### src/rtl/pipe_stage_reg.sv
// Parametrised pipeline boundary register: DEPTH stages of {valid, ctrl, data} with stall, flush and occupancy.
// Optional perf counters (stall cycles, killed entries) are built only when PIPE_REG_PERF_EN is defined.
module pipe_stage_reg #(
    parameter int DATA_W = 128,
    parameter int CTRL_W = 16,
    parameter int DEPTH  = 1,
    parameter int CNT_W  = 16
) (
    input  logic              clk,
    input  logic              rst,
    input  logic              stall,
    input  logic              clr,
    input  logic              validD,
    input  logic [CTRL_W-1:0] ctrlD,
    input  logic [DATA_W-1:0] dataD,
    output logic              validE,
    output logic [CTRL_W-1:0] ctrlE,
    output logic [DATA_W-1:0] dataE,
    output logic [2:0]        occ,
    output logic [CNT_W-1:0]  stallCnt,
    output logic [CNT_W-1:0]  killCnt
);

    generate
        if (DEPTH < 1 || DEPTH > 4) begin : g_depth_chk
            $error("pipe_stage_reg: DEPTH must be in 1..4");
        end
    endgenerate

    logic [DEPTH-1:0]             valid_q, valid_d;
    logic [DEPTH-1:0][CTRL_W-1:0] ctrl_q,  ctrl_d;
    logic [DEPTH-1:0][DATA_W-1:0] data_q,  data_d;

    // Priority clr > stall > advance; a bubble entering stage 0 carries ctrl=0.
    always_comb begin
        valid_d = valid_q;
        ctrl_d  = ctrl_q;
        data_d  = data_q;
        if (clr) begin
            valid_d = '0;
            ctrl_d  = '0;
            data_d  = '0;
        end else if (!stall) begin
            valid_d[0] = validD;
            ctrl_d[0]  = validD ? ctrlD : '0;
            data_d[0]  = dataD;
            for (int k = 1; k < DEPTH; k++) begin
                valid_d[k] = valid_q[k-1];
                ctrl_d[k]  = ctrl_q[k-1];
                data_d[k]  = data_q[k-1];
            end
        end
    end

    always_ff @(posedge clk or posedge rst) begin
        if (rst) begin
            valid_q <= '0;
            ctrl_q  <= '0;
            data_q  <= '0;
        end else begin
            valid_q <= valid_d;
            ctrl_q  <= ctrl_d;
            data_q  <= data_d;
        end
    end

    always_comb begin
        occ = '0;
        for (int k = 0; k < DEPTH; k++) begin
            occ = occ + 3'(valid_q[k]);
        end
    end

    assign validE = valid_q[DEPTH-1];
    assign ctrlE  = ctrl_q[DEPTH-1];
    assign dataE  = data_q[DEPTH-1];

`ifdef PIPE_REG_PERF_EN
    localparam int SUM_W = CNT_W + 3;

    logic [CNT_W-1:0] stall_cnt_q, stall_cnt_d;
    logic [CNT_W-1:0] kill_cnt_q,  kill_cnt_d;

    function automatic logic [CNT_W-1:0] sat_add(input logic [CNT_W-1:0] a, input logic [2:0] b);
        logic [SUM_W-1:0] s;
        s = SUM_W'(a) + SUM_W'(b);
        if (s > SUM_W'({CNT_W{1'b1}})) return '1;
        return s[CNT_W-1:0];
    endfunction

    // Kills are counted from the pre-edge occupancy, i.e. the entries the flush destroys.
    always_comb begin
        stall_cnt_d = stall_cnt_q;
        kill_cnt_d  = kill_cnt_q;
        if (clr) begin
            kill_cnt_d = sat_add(kill_cnt_q, occ);
        end else if (stall && validE) begin
            stall_cnt_d = sat_add(stall_cnt_q, 3'd1);
        end
    end

    always_ff @(posedge clk or posedge rst) begin
        if (rst) begin
            stall_cnt_q <= '0;
            kill_cnt_q  <= '0;
        end else begin
            stall_cnt_q <= stall_cnt_d;
            kill_cnt_q  <= kill_cnt_d;
        end
    end

    assign stallCnt = stall_cnt_q;
    assign killCnt  = kill_cnt_q;
`else
    assign stallCnt = '0;
    assign killCnt  = '0;
`endif

endmodule

### config.mk
export PLATFORM = sky130hd
export DESIGN_NAME = pipe_stage_reg
export DESIGN_NICKNAME = d
export VERILOG_FILES = /design/src/rtl/pipe_stage_reg.sv
export SDC_FILE = /design/constraint.sdc
export NUM_CORES = 1
export LEC_CHECK = 0
export ABC_AREA = 1
export CAP_MARGIN = 0
export CORE_MARGIN = 2
export CORE_UTILIZATION = 35
export CTS_CLUSTER_DIAMETER = 200
export CTS_CLUSTER_SIZE = 24
export DETAILED_ROUTE_END_ITERATION = 12
export MAX_ROUTING_LAYER = met4
export PLACE_DENSITY = 0.78
export SLEW_MARGIN = 20
export SYNTH_ARGS = -nofsm -noshare
export SYNTH_HDL_FRONTEND = slang
export SYNTH_SLANG_ARGS = --single-unit
### constraint.sdc
create_clock -name clk -period 4.2 [get_ports clk]
set_input_delay 0.42 -clock clk [delete_from_list [all_inputs] [get_ports clk]]
set_output_delay 0.42 -clock clk [all_outputs]
set_load 0.02 [all_outputs]
==> results.json <==
{
  "switchingPower_mw": 0.929,
  "period_share": 0.440,
  "worstMarginPinSlew_ps": 785,
  "via_per_inst": 4.38,
  "die_w_um": 132,
  "drive_gt1_frac": 0.0411,
  "status": "complete, no violations",
  "timing.hold.ws_ps": 468,
  "ys_ff_latch": 145,
  "place_hpwl_um": 11300,
  "yosysSeqAreaShare": 0.634,
  "synth.avg_cell_area_um2": 8.77,
  "place.gp.congestion": 0.767,
  "htree_levels": 4,
  "fmax_mhz": 541,
  "fin_nets": 1085,
  "clock_power_share": 0.447,
  "slowest_delay_ps": 630,
  "synthToLayoutAreaGrowth_pct": 63.9,
  "rows": 46,
  "start_util": 0.359,
  "track_usage": 0.195,
  "route.detailed.drc": 0,
  "met3_length_um": 1430,
  "rsz0062_at_grt": "false",
  "peakVddDrop_mv": 0.238,
  "place_ws_ps": 2020,
  "reg2reg_from": "ctrlE[15]",
  "grt_pass1_vias": 5037,
  "grt_start_max_net_pins": 146,
  "ioPinCount": 329,
  "via_count": 5098,
  "pwr-share-comb": 0.153,
  "stdcell_count": 1164,
  "slew_viol_final": 0,
  "fin_ws_ps": 2350,
  "cts_setup_buffers": 0,
  "startpoint": "dataE[35]",
  "hold_class": "flip-flop to flip-flop",
  "crit_type": "flip-flop to primary output",
  "die_area_um2": 17400,
  "ys_warn_count": 0,
  "fin_setup_tns_ps": 0,
  "synthDistinctLibCells": 11,
  "crit_buf_inv": 1,
  "clk_pin_slew_ps": 60,
  "postRouteAntennaNets": 0,
  "period_minus_slack_ps": 1850,
  "dieHeight_um": 132,
  "finalWirelength_um": 16300,
  "final_cell_area_um2": 9380,
  "grt_antenna_before_repair": 0,
  "ctsHoldBuffers": 0,
  "cts_resized": 0,
  "final_core_util": 0.588,
  "top_layer": "met4",
  "yosys-top-cells-area": "dfrtp_1 63%, nand2_1 27%, buf_4 4.7%, nand3_1 1.4%, buf_2 1.2%",
  "crit_path_start_kind": "flip-flop",
  "core-area_um2": 15900,
  "power_per_cell_area_nw_per_um2": 403,
  "clk_latency_ps": 410,
  "syn_area_um2": 5720,
  "crit_required_ps": 3780,
  "cts_buffers": 17,
  "fin_skew_ps": 0,
  "critPathTopFamily": "buffers and inverters",
  "critPathMaxFanout": 2,
  "port_buffers": 294,
  "synth_cells": 652,
  "antenna_cells": 0,
  "endpoint_kind": "primary output",
  "hp-start": "dataE[123]",
  "wire_per_inst_um": 14.0,
  "swShare": 0.246,
  "crit_arrival_ps": 1430,
  "first_pass_iters": 4,
  "total_power_mw": 3.78,
  "clockRootBuffer": "clkbuf_16",
  "maxCapViolCount": 0,
  "synth_top_area_cell": "dfrtp_1",
  "power.internal_mw": 2.85,
  "clockBufferDepth": 2,
  "path_cells": "clkdlybuf4s50_1",
  "grt_overflow": 0,
  "cp_slowest_cell": "clkdlybuf4s50_1",
  "slew_headroom": 0.475,
  "route.met2.wl_um": 7670,
  "placed_area_um2": 8720,
  "cts_tree": "done",
  "p_leak_nw": 4.69,
  "drtIter0Drc": 288,
  "wl_met1_um": 6950,
  "dp.cells": 1133,
  "numClockSinks": 145,
  "hold_viol": 0,
  "grt_pass1_wl_um": 26200,
  "yosysTopAreaCellShare": 0.634,
  "p_seq_frac": 0.401,
  "setup_violations": 0
}
==> cell usage in the layout, fill, tap and decap left out <==
cell type        instances
clkdlybuf4s50_1        294
buf_4                    3
nor2_4                   2
bufinv_16                5
conb_1                  34
buf_12                   2
inv_6                    4
nand2_1                419
nand3_1                 16
dfrtp_1                145
clkinvlp_4               3
clkbuf_1                 1
clkbuf_8                 2
clkbuf_16               17
inv_2                    1
==> synthesized netlist by cell type <==
master	number
nand2_1	419
conb_1	1
clkbuf_1	16
buf_2	14
nor2_4	2
inv_2	1
inv_1	1
buf_1	1
nand3_1	16
buf_4	36
dfrtp_1	145
==> sequential cells by signal (all words and copies together) (netlist names) <==
signal,flops
dataE,128
validE,1
ctrlE,16
==> kinds of logic (layout without fill, tap and decap cells) <==
logic type	Yosys count	after routing	synth area share
buffers and inverters	69	332	0.0720
other	1	34	0.000656
and+or+nand+nor	437	437	0.293
DFF	145	145	0.634
==> power groups by stage <==
stage	clock network, mW	registers, mW	logic (mW)
5_1_grt	1.79	1.52	0.620
3_3_place_gp	0	1.54	0.575
6_report	1.69	1.51	0.576
4_1_cts	1.72	1.51	0.583
3_5_place_dp	0	1.54	0.580
2_1_floorplan	0	1.63	0.172
==> final timing paths <==
path                            cells past startpoint  slack (ps)    endpoint
worst max-delay path                                1        2350   dataE[35]
worst min-delay path                                2         470  dataE[123]
worst max register to register                      2        3540   ctrlE[15]
worst min register to register                      2         470  dataE[123]
max in group asynchronous                           3        3060   dataE[23]
min in group asynchronous                           3         580   dataE[19]
==> layout make-up <==
cell class | count | area (um2)
clock inverters | 11 | 200
inverters | 2 | 11.3
flip-flops and latches | 145 | 3630
fillers | 1395 | 6570
multi-input cells | 471 | 1800
repair buffers | 299 | 3010
clock buffers | 20 | 457
well taps | 216 | 270
==> per-layer routing <==
metal	vias up	GRT usage
li1	2463	-
met1	2385	0.243
met2	233	0.302
met3	17	0.0677
met4	0	0.0574
met5	-	-
No activity file was read; power rests on OpenSTA's default activity.
